`config.mk`:
```
export PLATFORM = sky130hd
export DESIGN_NAME = mem_port_arbiter
export DESIGN_NICKNAME = d
export VERILOG_FILES = /design/src/rtl/mem_port_arbiter.sv
export SDC_FILE = /design/constraint.sdc
export NUM_CORES = 1
export LEC_CHECK = 0
export BUFFER_PORTS_ARGS = -buffer_cell sky130_fd_sc_hd__buf_4
export CAP_MARGIN = 20
export CORE_AREA = 2 2 227 229
export CTS_CLUSTER_SIZE = 40
export DETAILED_ROUTE_END_ITERATION = 6
export DIE_AREA = 0 0 229 231
export HOLD_SLACK_MARGIN = 0.02
export PLACE_DENSITY = 0.3
export SETUP_SLACK_MARGIN = 0.1
export SLEW_MARGIN = 15
export SYNTH_ARGS = -nofsm -noshare
export SYNTH_HDL_FRONTEND = slang
export SYNTH_SLANG_ARGS = --single-unit
```
`constraint.sdc`:
```
create_clock -name clk -period 3.45 [get_ports clk]
set_input_delay 0.69 -clock clk [delete_from_list [all_inputs] [get_ports clk]]
set_output_delay 0.69 -clock clk [all_outputs]
set_load 0.02 [all_outputs]
```
`src/rtl/mem_port_arbiter.sv`:
```
// Shares one memory port between the fetch unit (i_*) and the load/store unit (d_*).
// One transaction outstanding at a time; a starvation counter bounds data-side priority.
module mem_port_arbiter #(
    parameter int unsigned XLEN       = 32,
    parameter int unsigned BUS_WID    = 128,
    parameter int unsigned STARVE_MAX = 4,
    parameter int unsigned LANES      = BUS_WID / XLEN
) (
    input  logic                 clk,
    input  logic                 rst,
    input  logic                 i_req,
    input  logic [XLEN-1:0]      i_addr,
    input  logic                 i_kill,
    output logic                 i_gnt,
    output logic                 i_resp,
    output logic [BUS_WID-1:0]   i_rdata,
    input  logic                 d_req,
    input  logic                 d_we,
    input  logic [XLEN-1:0]      d_addr,
    input  logic [XLEN-1:0]      d_wdata,
    input  logic [XLEN/8-1:0]    d_be,
    output logic                 d_gnt,
    output logic                 d_resp,
    output logic [XLEN-1:0]      d_rdata,
    output logic                 mem_req,
    output logic                 mem_we,
    output logic [XLEN-1:0]      mem_addr,
    output logic [BUS_WID-1:0]   mem_wdata,
    output logic [BUS_WID/8-1:0] mem_be,
    input  logic [BUS_WID-1:0]   mem_rdata,
    input  logic                 mem_resp
);

    localparam int unsigned XB     = XLEN / 8;
    localparam int unsigned OFF_W  = (XB > 1) ? $clog2(XB) : 1;
    localparam int unsigned LANE_W = (LANES > 1) ? $clog2(LANES) : 1;
    localparam int unsigned CNT_W  = $clog2(STARVE_MAX + 1);
    localparam int unsigned BE_W   = BUS_WID / 8;

    typedef enum logic [1:0] {IDLE, BUSY_I, BUSY_D} state_t;

    state_t             r_state;
    state_t             w_state_nxt;
    logic               r_kill_pend;
    logic [CNT_W-1:0]   r_starve_cnt;
    logic [LANE_W-1:0]  r_lane_q;
    logic [LANE_W-1:0]  w_d_lane;
    logic [XLEN-1:0]    w_lane_data;
    logic               w_free;

    // Lane index of the data address within a bus line
    generate
        if (LANES > 1) begin : g_lanes
            assign w_d_lane = d_addr[OFF_W +: LANE_W];
            always_comb begin
                w_lane_data = '0;
                for (int unsigned l = 0; l < LANES; l++) begin
                    if (r_lane_q == LANE_W'(l)) w_lane_data = mem_rdata[l*XLEN +: XLEN];
                end
            end
        end else begin : g_one_lane
            assign w_d_lane    = '0;
            assign w_lane_data = '0;
        end
    endgenerate

    assign i_rdata = rst ? '0 : mem_rdata;
    assign d_rdata = rst ? '0 : w_lane_data;

    // Grant, bus mux, responses and next state
    always_comb begin
        w_state_nxt = r_state;
        w_free      = (r_state == IDLE) || mem_resp;
        i_gnt       = 1'b0;
        d_gnt       = 1'b0;
        i_resp      = 1'b0;
        d_resp      = 1'b0;
        mem_req     = 1'b0;
        mem_we      = 1'b0;
        mem_addr    = '0;
        mem_wdata   = '0;
        mem_be      = '0;
        if (!rst) begin
            if (w_free) begin
                if (i_req && d_req) begin
                    if (r_starve_cnt == CNT_W'(STARVE_MAX)) i_gnt = 1'b1;
                    else                                    d_gnt = 1'b1;
                end else if (i_req) begin
                    i_gnt = 1'b1;
                end else if (d_req) begin
                    d_gnt = 1'b1;
                end
            end
            i_resp  = (r_state == BUSY_I) && mem_resp && !r_kill_pend && !i_kill;
            d_resp  = (r_state == BUSY_D) && mem_resp;
            mem_req = i_gnt || d_gnt;
            if (d_gnt) begin
                mem_we    = d_we;
                mem_addr  = d_addr;
                mem_wdata = {LANES{d_wdata}};
                mem_be    = d_we ? BE_W'(BE_W'(d_be) << (XB * 32'(w_d_lane))) : '1;
            end else if (i_gnt) begin
                mem_addr  = i_addr;
                mem_be    = '1;
            end
            if (i_gnt)         w_state_nxt = BUSY_I;
            else if (d_gnt)    w_state_nxt = BUSY_D;
            else if (mem_resp) w_state_nxt = IDLE;
        end
    end

    always_ff @(posedge clk) begin
        if (rst) r_state <= IDLE;
        else     r_state <= w_state_nxt;
    end

    // Kill tracking, starvation count and data lane capture
    always_ff @(posedge clk) begin
        if (rst) begin
            r_kill_pend  <= 1'b0;
            r_starve_cnt <= '0;
            r_lane_q     <= '0;
        end else begin
            if (r_state != BUSY_I || mem_resp) r_kill_pend <= 1'b0;
            else if (i_kill)                   r_kill_pend <= 1'b1;

            if (!i_req || i_gnt)
                r_starve_cnt <= '0;
            else if (d_gnt && r_starve_cnt != CNT_W'(STARVE_MAX))
                r_starve_cnt <= r_starve_cnt + CNT_W'(1);

            if (d_gnt) r_lane_q <= w_d_lane;
        end
    end

endmodule
```
==> impl_results.md <==
- Status: complete, no violations
- Count of different cell masters after synthesis: 32
- Clock transition at path regs: 0.04 ns
- Detailed placement HPWL: roughly 27,000 µm
- Fmax: between 300 and 400 MHz
- Number of buffers created by CTS: 3
- Critical path fanouts, max: 60
- Post-synth top flop: dfxtp_1
- Largest net degree at the start of global routing: between 150 and 200
- Fill cell count: approximately 6,000
- Drt pass-1 iters: 4
- Worst reg2reg startpoint: r_starve_cnt[0]
- Post-placement cell count: between 1,500 and 2,000
- Register area share after synthesis: 4.24%
- Post-CTS Setup Repair Bufs: 0
- Post-synth EDFFs: 0
- CTS tree: built
- Clock power share: about 12%
- Reg power frac: 6.9%
- Critical path launch point: r_starve_cnt[0]
- Final setup viols: 0
- R2r setup slk: approximately 1.8 ns
- Worst path required time: between 2 and 3 ns
- H-tree levels: 1
- Final hold vios: 0
- Min-Delay Path Class: flip-flop to flip-flop
- Core area: between 0.05 and 0.06 mm²
- Clock root buffer: clkbuf_16
- Drt wl/cell: a little under 20 µm
- Leak pwr: 3.97 nW
- Unrepaired setup endpoints after global routing: false
- Share of layout cells above drive strength 1: 68.4%
- First-pass GRT wire length: roughly 42,000 µm
- WL final: 31,300 µm
- Number of synthesis warnings: 0
- Slew Limit Fails: 0
- CP Class: flip-flop to primary output
- CP startpoint kind: flip-flop
- DIE HEIGHT: ~230 µm
- Period utilization: roughly 85%
- Ranking of synthesized cells by area: nor2b_1 (27%), buf_4 (19%), mux4_2 (19%)
- Synth area leader: nor2b_1
- Nets@finish: ~1,200
- Starting Density: roughly 7.4%
- Min-delay src: r_starve_cnt[1]
- Pwr dens: approximately 190 mW/mm²
- P_int: about 860 µW
- Layout overhead on the synthesized area: 119%
- Finished Layout Cells: between 1,500 and 2,000
- Synth Instances: a little under 500
- Die area: between 0.05 and 0.06 mm²
- Switching Fraction: a little under half
- Place WS: 0.421 ns
- Max VDD drop: roughly 100 µV
- Crit. End Element: primary output
- Total gr overflow: 0
- Die width: around 230 µm
- Worst-Margin Slew: 0.884 ns
- Worst-Skew Late Latency: about 0.23 ns
- Iteration-0 DRC Markers: around 170
- Hold-fix buffers, CTS: 0
- Vias: between 5,000 and 6,000
- Sink Count: 8
- Setup ws final: roughly 0.52 ns
- Cell area after synthesis: roughly 0.0038 mm²
- Net Sw Power: roughly 700 µW
- Io pins: 577
- Slew HR: around two fifths
- Synth top area share: 27.2%
- Detail Route Antenna Nets: 0
- Detailed-route DRC error count: 0
- Tmin final: approximately 2.9 ns
- Clock Path Buffers: 2
- Combinational Power Share: around four fifths
- Post-CTS sizing: 0
- Tot Pwr: between 1.5 and 2 mW
- Avg Cell Area, Syn: 7.83 µm²
- Layout Skew: between 0.0006 and 0.0007 ns
- Total GRT Usage: approximately 11%
- Antenna violations before repair: 7
- Ys async rst share: 0%
- DR vias/cell: about 3.3
- Final TNS setup: 0 ns
- WP data arrival: roughly 2.2 ns
- Final GP Congestion: around 0.84
- Buffers added on ports: between 500 and 600
- Number of global-route vias before repair: 5,403
- Final design utilization: around 16%
- Number of synthesized register bits: 8
- Syn nets: around 720
- Max Cap Violations: 0
- # rows: 83
[cell families (layout without fill, tap and decap cells)]
group	count (synthesis)	count (layout)	share of synthesized area, %
AOI/OAI and AO/OA	59	59	12.9
other	0	5	0
and+or+nand+nor	236	236	38.0
buffers and inverters	145	596	25.1
adders and majority gates	2	2	0.663
muxes	32	32	19.1
DFF	8	8	4.24
[per-layer routing]
metal	GRT usage (%)	vias up	wire length (µm)
li1	-	2434	-
met1	11.2	2478	10900
met2	21.9	357	17200
met3	3.21	11	2920
met4	1.85	0	292
met5	0	-	0
[cells in the final DEF, fill, tap and decap left out, types with 3 or more instances in the layout]
cell type | Yosys | layout
mux4_2 | 32 | 32
and2_1 | 33 | 33
diode_2 | 0 | 5
nor2b_1 | 164 | 164
a21oi_2 | 9 | 9
dfxtp_1 | 8 | 6
buf_12 | 0 | 4
inv_1 | 4 | 4
buf_4 | 97 | 585
nand2b_1 | 3 | 3
a21oi_1 | 9 | 9
nand3_1 | 8 | 8
nand2_1 | 16 | 16
clkbuf_16 | 0 | 3
a22o_1 | 34 | 34
nor2_1 | 4 | 4
[sequential cells by signal, indices dropped and copies added (netlist names)]
name          count
r_state           2
r_kill_pend       1
r_starve_cnt      3
r_lane_q          2
[through the flow]
| stage | hold WS [ns] | instance area [µm²] |
|---|---|---|
| after global placement | 0.462 | 8170 |
| final | 0.488 | 8260 |
| after floorplan | 0.449 | 3770 |
| after detailed placement | 0.474 | 8170 |
| after CTS | 0.491 | 8240 |
| after global routing | 0.513 | 8250 |
[final cells by class]
| class | instances | area [µm²] | area share [%] |
|---|---|---|---|
| Tap cell | 680 | 851 | 10.3 |
| Inverter | 4 | 15.0 | 0.182 |
| Timing Repair Buffer | 589 | 4470 | 54.2 |
| Multi-Input combinational cell | 329 | 2670 | 32.3 |
| Antenna cell | 5 | 12.5 | 0.152 |
| Sequential cell | 8 | 163 | 1.97 |
| Clock buffer | 3 | 75.1 | 0.909 |
[cell usage after synthesis, types with 2 or more instances]
| cell type | count |
|---|---|
| nor2_1 | 4 |
| a21oi_2 | 9 |
| mux4_2 | 32 |
| clkbuf_1 | 30 |
| dfxtp_1 | 8 |
| buf_4 | 97 |
| ha_1 | 2 |
| nor4_1 | 2 |
| buf_2 | 11 |
| inv_1 | 4 |
| a21oi_1 | 9 |
| nand3_1 | 8 |
| and2_1 | 33 |
| a22o_1 | 34 |
| nand2b_1 | 3 |
| nand2_1 | 16 |
| nor2b_1 | 164 |
| buf_6 | 2 |
[critical path: stages (launching register included)]
cell	delay, ns
dfxtp_1	0.36
inv_1	0.07
ha_1	0.23
nand3_1	0.12
and4b_2	0.29
buf_12	0.23
and2_1	0.44
buf_4	0.22
[path summary, 6_finish.rpt]
check	depth (start not counted)	endpoint
worst max-delay path	7	mem_wdata[5]
worst min-delay path	2	r_starve_cnt[1]
worst max register to register	5	r_state[1]
worst min register to register	2	r_starve_cnt[1]
[power groups by stage]
stage / Clock, mW / Sequential [mW] / Combinational, mW
after global placement: 0 / 0.110 / 1.29
after CTS: 0.198 / 0.109 / 1.29
after floorplan: 0 / 0.101 / 0.665
final: 0.194 / 0.108 / 1.26
after detailed placement: 0 / 0.111 / 1.28
after global routing: 0.202 / 0.110 / 1.34
(Power assumes the default switching activity.)
